[config.mk]
export PLATFORM = sky130hd
export DESIGN_NAME = cache_fill_fsm
export DESIGN_NICKNAME = d
export VERILOG_FILES = /design/src/rtl/cache_pkg.sv /design/src/rtl/fill_counter.sv /design/src/rtl/cache_fill_fsm.sv
export SDC_FILE = /design/constraint.sdc
export NUM_CORES = 1
export LEC_CHECK = 0
export BUFFER_PORTS_ARGS = -buffer_cell sky130_fd_sc_hd__buf_2
export CAP_MARGIN = 10
export CORE_ASPECT_RATIO = 0.75
export CORE_MARGIN = 3
export CORE_UTILIZATION = 30
export CTS_CLUSTER_SIZE = 10
export DETAILED_ROUTE_END_ITERATION = 10
export SYNTH_ARGS = -nofsm -noshare
export SYNTH_HDL_FRONTEND = slang
export SYNTH_HIERARCHICAL = 1
export SYNTH_SLANG_ARGS = --single-unit
export TNS_END_PERCENT = 50
[constraint.sdc]
create_clock -name clk -period 1.85 [get_ports clk]
set_clock_uncertainty 0.05 [all_clocks]
set_input_delay 0.0925 -clock clk [delete_from_list [all_inputs] [get_ports clk]]
set_output_delay 0.0925 -clock clk [all_outputs]
set_load 0.005 [all_outputs]
[src/rtl/cache_pkg.sv]
// Shared types and constants for the cache miss/fill controllers.
package cache_pkg;

   typedef enum logic {
      IDLE = 1'b0,
      FILL = 1'b1
   } fill_state_t;

   localparam int          BLOCK_BYTES = 16;
   localparam int          OFFSET_W    = 3;
   localparam int          CNT_W       = 4;
   localparam logic [15:0] BLOCK_MASK  = 16'hFFF0;
   localparam logic [CNT_W-1:0] BLOCK_CNT = 4'd8;

endpackage

[src/rtl/fill_counter.sv]
// 4-bit up-counter that saturates at SAT, with synchronous clear and enable.
module fill_counter
   import cache_pkg::*;
#(
   parameter logic [CNT_W-1:0] SAT = BLOCK_CNT
) (
   input  logic             clk,
   input  logic             rst_n,
   input  logic             clr,
   input  logic             en,
   output logic [CNT_W-1:0] cnt
);

   always_ff @(posedge clk or negedge rst_n) begin
      if (!rst_n) begin
         cnt <= '0;
      end else if (clr) begin
         cnt <= '0;
      end else if (en && (cnt < SAT)) begin
         cnt <= cnt + 1'b1;
      end
   end

endmodule

[src/rtl/cache_fill_fsm.sv]
// Cache miss controller: issues one word request per cycle for a 16-byte block
// and streams returned words into the data array, writing the tag with the last word.
module cache_fill_fsm
   import cache_pkg::*;
#(
   parameter int BLOCK_WORDS = 8,
   parameter int MEM_LATENCY = 4
) (
   input  logic                clk,
   input  logic                rst_n,
   input  logic                miss_detected,
   input  logic [15:0]         miss_address,
   input  logic [15:0]         memory_data,
   input  logic                memory_data_valid,
   output logic                fsm_busy,
   output logic                memory_req,
   output logic [15:0]         memory_address,
   output logic                write_data_array,
   output logic [OFFSET_W-1:0] fill_word,
   output logic [15:0]         fill_data,
   output logic                write_tag_array,
   output logic [15:0]         base
);

   if (BLOCK_WORDS != 8) begin : g_bad_block_words
      $error("cache_fill_fsm: BLOCK_WORDS must be 8");
   end
   if (MEM_LATENCY < 1) begin : g_bad_mem_latency
      $error("cache_fill_fsm: MEM_LATENCY must be at least 1");
   end

   localparam logic [CNT_W-1:0] LAST_WORD = CNT_W'(BLOCK_WORDS - 1);

   fill_state_t      state;
   logic [CNT_W-1:0] issue_cnt;
   logic [CNT_W-1:0] recv_cnt;
   logic [15:0]      base_q;
   logic             start;
   logic             last_word;

   assign start = (state == IDLE) && miss_detected;

   fill_counter #(.SAT(BLOCK_CNT)) u_issue_cnt (
      .clk   (clk),
      .rst_n (rst_n),
      .clr   (start),
      .en    (memory_req),
      .cnt   (issue_cnt)
   );

   fill_counter #(.SAT(BLOCK_CNT)) u_recv_cnt (
      .clk   (clk),
      .rst_n (rst_n),
      .clr   (start),
      .en    (write_data_array),
      .cnt   (recv_cnt)
   );

   // Everything except fill_data is decoded from state and counters, never from miss_detected.
   assign fsm_busy         = (state == FILL);
   assign memory_req       = (state == FILL) && (issue_cnt < BLOCK_CNT);
   assign memory_address   = memory_req ? (base_q + {11'd0, issue_cnt, 1'b0}) : '0;
   assign write_data_array = (state == FILL) && memory_data_valid && (recv_cnt < BLOCK_CNT);
   assign fill_word        = write_data_array ? recv_cnt[OFFSET_W-1:0] : '0;
   assign fill_data        = memory_data;
   assign last_word        = write_data_array && (recv_cnt == LAST_WORD);
   assign write_tag_array  = last_word;
   assign base             = base_q;

   // base is cleared on return to IDLE so every output reads 0 while idle.
   always_ff @(posedge clk or negedge rst_n) begin
      if (!rst_n) begin
         state  <= IDLE;
         base_q <= '0;
      end else begin
         case (state)
            IDLE: begin
               if (miss_detected) begin
                  state  <= FILL;
                  base_q <= miss_address & BLOCK_MASK;
               end
            end
            FILL: begin
               if (last_word) begin
                  state  <= IDLE;
                  base_q <= '0;
               end
            end
            default: begin
               state  <= IDLE;
               base_q <= '0;
            end
         endcase
      end
   end

endmodule

==> metrics.cfg <==
[critical_path]
worstPathArrival_ns=1.71
rrSetupSlack_ns=0.32
cp-start-kind=flip-flop
slowest_stage=or4_4
critPathBufInv=1
crit_path_cell_trace=ha_4 > nand4_4 > or4_4 > a21oi_2 > buf_2
reg2reg_from=u_issue_cnt/cnt[3]
cpPeakStageDelay_ns=0.50
cp.required_ns=1.71
crit_type=reg -> out
r2r-end=u_issue_cnt/cnt[0]
cp_max_fo=4
critPathTopFamily=simple AND/OR/NAND/NOR gates
end_kind=primary output
rr_worst_depth=6

[clocking]
clockBufferDepth=2
h-tree-depth=1
insertion_delay_ns=0.26
clk_pin_slew_worst_paths_ns=0.08
cts_tree=done
cts_buffers=3
numClockSinks=21
clockRootBuffer=clkbuf_8

[logic_synthesis]
synth-seq-area-share=0.356
yosys.area.top_type_share=0.356
yosysMostFrequentCell=buf_4
yosys.area_share.simple=0.280
ys.flop_type=dfrtp_1
yosys.cell_types.count=31
synth_area_per_cell_um2=8.74
async_reset_ff_frac=1.00
synth_largest_area_cell=dfrtp_1
synthXorXnorAreaFrac=0.0296
synthTopCellsByArea=dfrtp_1, buf_4, nand3b_1
synth_seq_cells=21
synth_top_family_by_area=simple AND/OR/NAND/NOR gates
yosys-top-cells-count=buf_4, dfrtp_1, nand3b_1, o21ai_0, inv_1
synth-compound-area-share=0.127
yosysWarnings=6
synth_mux_area_frac=0.0135
syn-cell-area_um2=1480
synth_edf_count=0
syn_inst=169
synth_fa_ha_area_frac=0.0339

[timing]
finalSetupViolCount=0
rsz0062_at_grt=yes
fin_crit_sh=0.999
finalMaxSlewViolations=0
setup_tns_ns=0
relSlewSlack=0.652
maxClockFrequency_mhz=541
post-route-min-period_ns=1.85
hold_viol_final=0
max_slew.worst_pin.slew_ns=0.521

[global_route]
gr-total-overflow=0
grt_pass1_vias=1238
antenna_found_initial=0
grt_pass1_wl_um=6200
grt_use_total=0.136
grt_max_degree=22

[outcome]
status=finished clean

[finish]
final_area_um2=1850
multi_input_area_um2=792
layout.cells.non_filler=272
regArea_um2=529
antenna_cells=0
drive_gt1_frac=0.386
area_growth_pct=25.5
nNetsFinal=256
fillers=479
fin_util=0.403

[route]
wire_per_inst_um=13.9
wirelength_um=3790
first_iter_violations=55
drc=0
drtPass1Iterations=4
ant_nets=0
top_layer=met3
wl_met3_um=282
wl_met2_um=1690
routedLengthMet1_um=1820
via_count=1313
vias_per_cell=4.83

[pwr]
p_sw_mw=1.16
pwr-share-seq=0.383
internal-power_mw=1.49
clock_power_share=0.117
combPwrFrac=0.499
swShare=0.437
p_per_area_nw_per_um2=1430
p_leak_nw=0.885
ir_worst_vdd_mv=0.622

[place]
place_area_um2=1700
dp_hpwl_um=2680
place.gp.congestion=0.823
dp.cells=262
port_buffers=49

[floorplan]
rows=21
dieArea_um2=5810
io_pins=91
die_y_um=66.8
die_w_um=87.0
start_util=0.321
coreArea_um2=4600

[worst_hold_path]
min_path_type=in -> reg
whs_endpoint=base[7]
hp-start=miss_address[7]
holdPathStages=3

[job]
cap_violations=0

==> power by group through the flow <==
stage               sequential, mW  clock, mW  combinational, mW
floorplan                    0.930          0              0.755
global placement             0.978          0               1.23
detailed placement           0.977          0               1.25
CTS                           1.01      0.320               1.32
global route                  1.07      0.342               1.52
finish                        1.02      0.311               1.33
==> what timing repair did <==
action                     4_1_cts  5_1_grt
buffers inserted                 3        1
setup endpoints to repair        3        4
pin swaps                        5        2
cloned                           0        0
hold buffers                     2        0
hold endpoints to repair        22        0
resized for setup                8        5
==> registers in the layout (all words and copies together), names as in the netlist <==
| signal | cells |
|---|---|
| fsm_busy | 1 |
| u_recv_cnt/cnt | 4 |
| u_issue_cnt/cnt | 4 |
| base | 12 |
==> how the worst max path moves through the flow <==
stage | start | to | slack [ns] | depth (start not counted)
floorplan | base[4] | memory_address[15] | 0.29 | 4
global placement | base[4] | memory_address[15] | 0.13 | 5
detailed placement | base[4] | memory_address[15] | 0.14 | 5
CTS | u_issue_cnt/cnt[3] | memory_address[14] | -0.005 | 5
global route | base[4] | memory_address[14] | -0.08 | 5
finish | u_issue_cnt/cnt[3] | memory_address[14] | 0.001 | 5
==> logic make-up (layout without fill, tap and decap cells) <==
| group | after synthesis | after routing |
|---|---|---|
| AOI/OAI and AO/OA | 32 | 32 |
| xor gates and xnor gates | 5 | 5 |
| adders and majority gates | 4 | 4 |
| buffers and inverters | 40 | 82 |
| DFF | 21 | 21 |
| muxes | 2 | 2 |
| other | 1 | 5 |
| and+or+nand+nor | 64 | 64 |
==> worst register-to-register path, cell delays in order, from the launching register on <==
cell and delay [ns]:
dfrtp_2 0.46, buf_4 0.16, nand2b_1 0.15, inv_1 0.23, nand2b_4 0.09, or2_1 0.22, a21oi_2 0.12
==> through the flow <==
step / power (mW) / hold WS, ns / setup WS (ns)
2_1_floorplan: 1.68 / -0.253 / 0.295
3_3_place_gp: 2.20 / 0.0379 / 0.131
3_5_place_dp: 2.22 / 0.0466 / 0.137
4_1_cts: 2.65 / 0.0117 / -0.00514
5_1_grt: 2.94 / 0.0258 / -0.0752
6_report: 2.65 / 0.00909 / 0.00125
==> layout make-up <==
type | instances | area share
clock inverter | 1 | 0.00270
timing repair buffer | 64 | 0.196
multi-input combinational | 112 | 0.427
sequential | 21 | 0.285
inverter | 14 | 0.0283
clock buffer | 3 | 0.0223
tap | 57 | 0.0385
==> metal layers <==
layer / up-vias / global-route usage
met3: 0 / 0.0383
li1: 648 / -
met2: 46 / 0.215
met5: - / 0
met4: 0 / 0.0214
met1: 619 / 0.188
==> layout by cell type (no fill, tap or decap), types with 3 or more instances in the layout <==
cell type	Yosys	layout
buf_2	0	49
dfrtp_1	21	18
nand3b_1	15	15
o21ai_0	15	15
inv_1	14	14
buf_4	22	13
nor2_1	12	12
and2_1	7	7
nand2_1	7	7
a21oi_1	8	6
nand3_1	5	5
conb_1	1	5
o31ai_1	4	4
a21oi_2	2	4
xnor2_1	3	3
dfrtp_2	0	3
clkbuf_8	0	3
No activity file was read; power rests on OpenSTA's default activity.
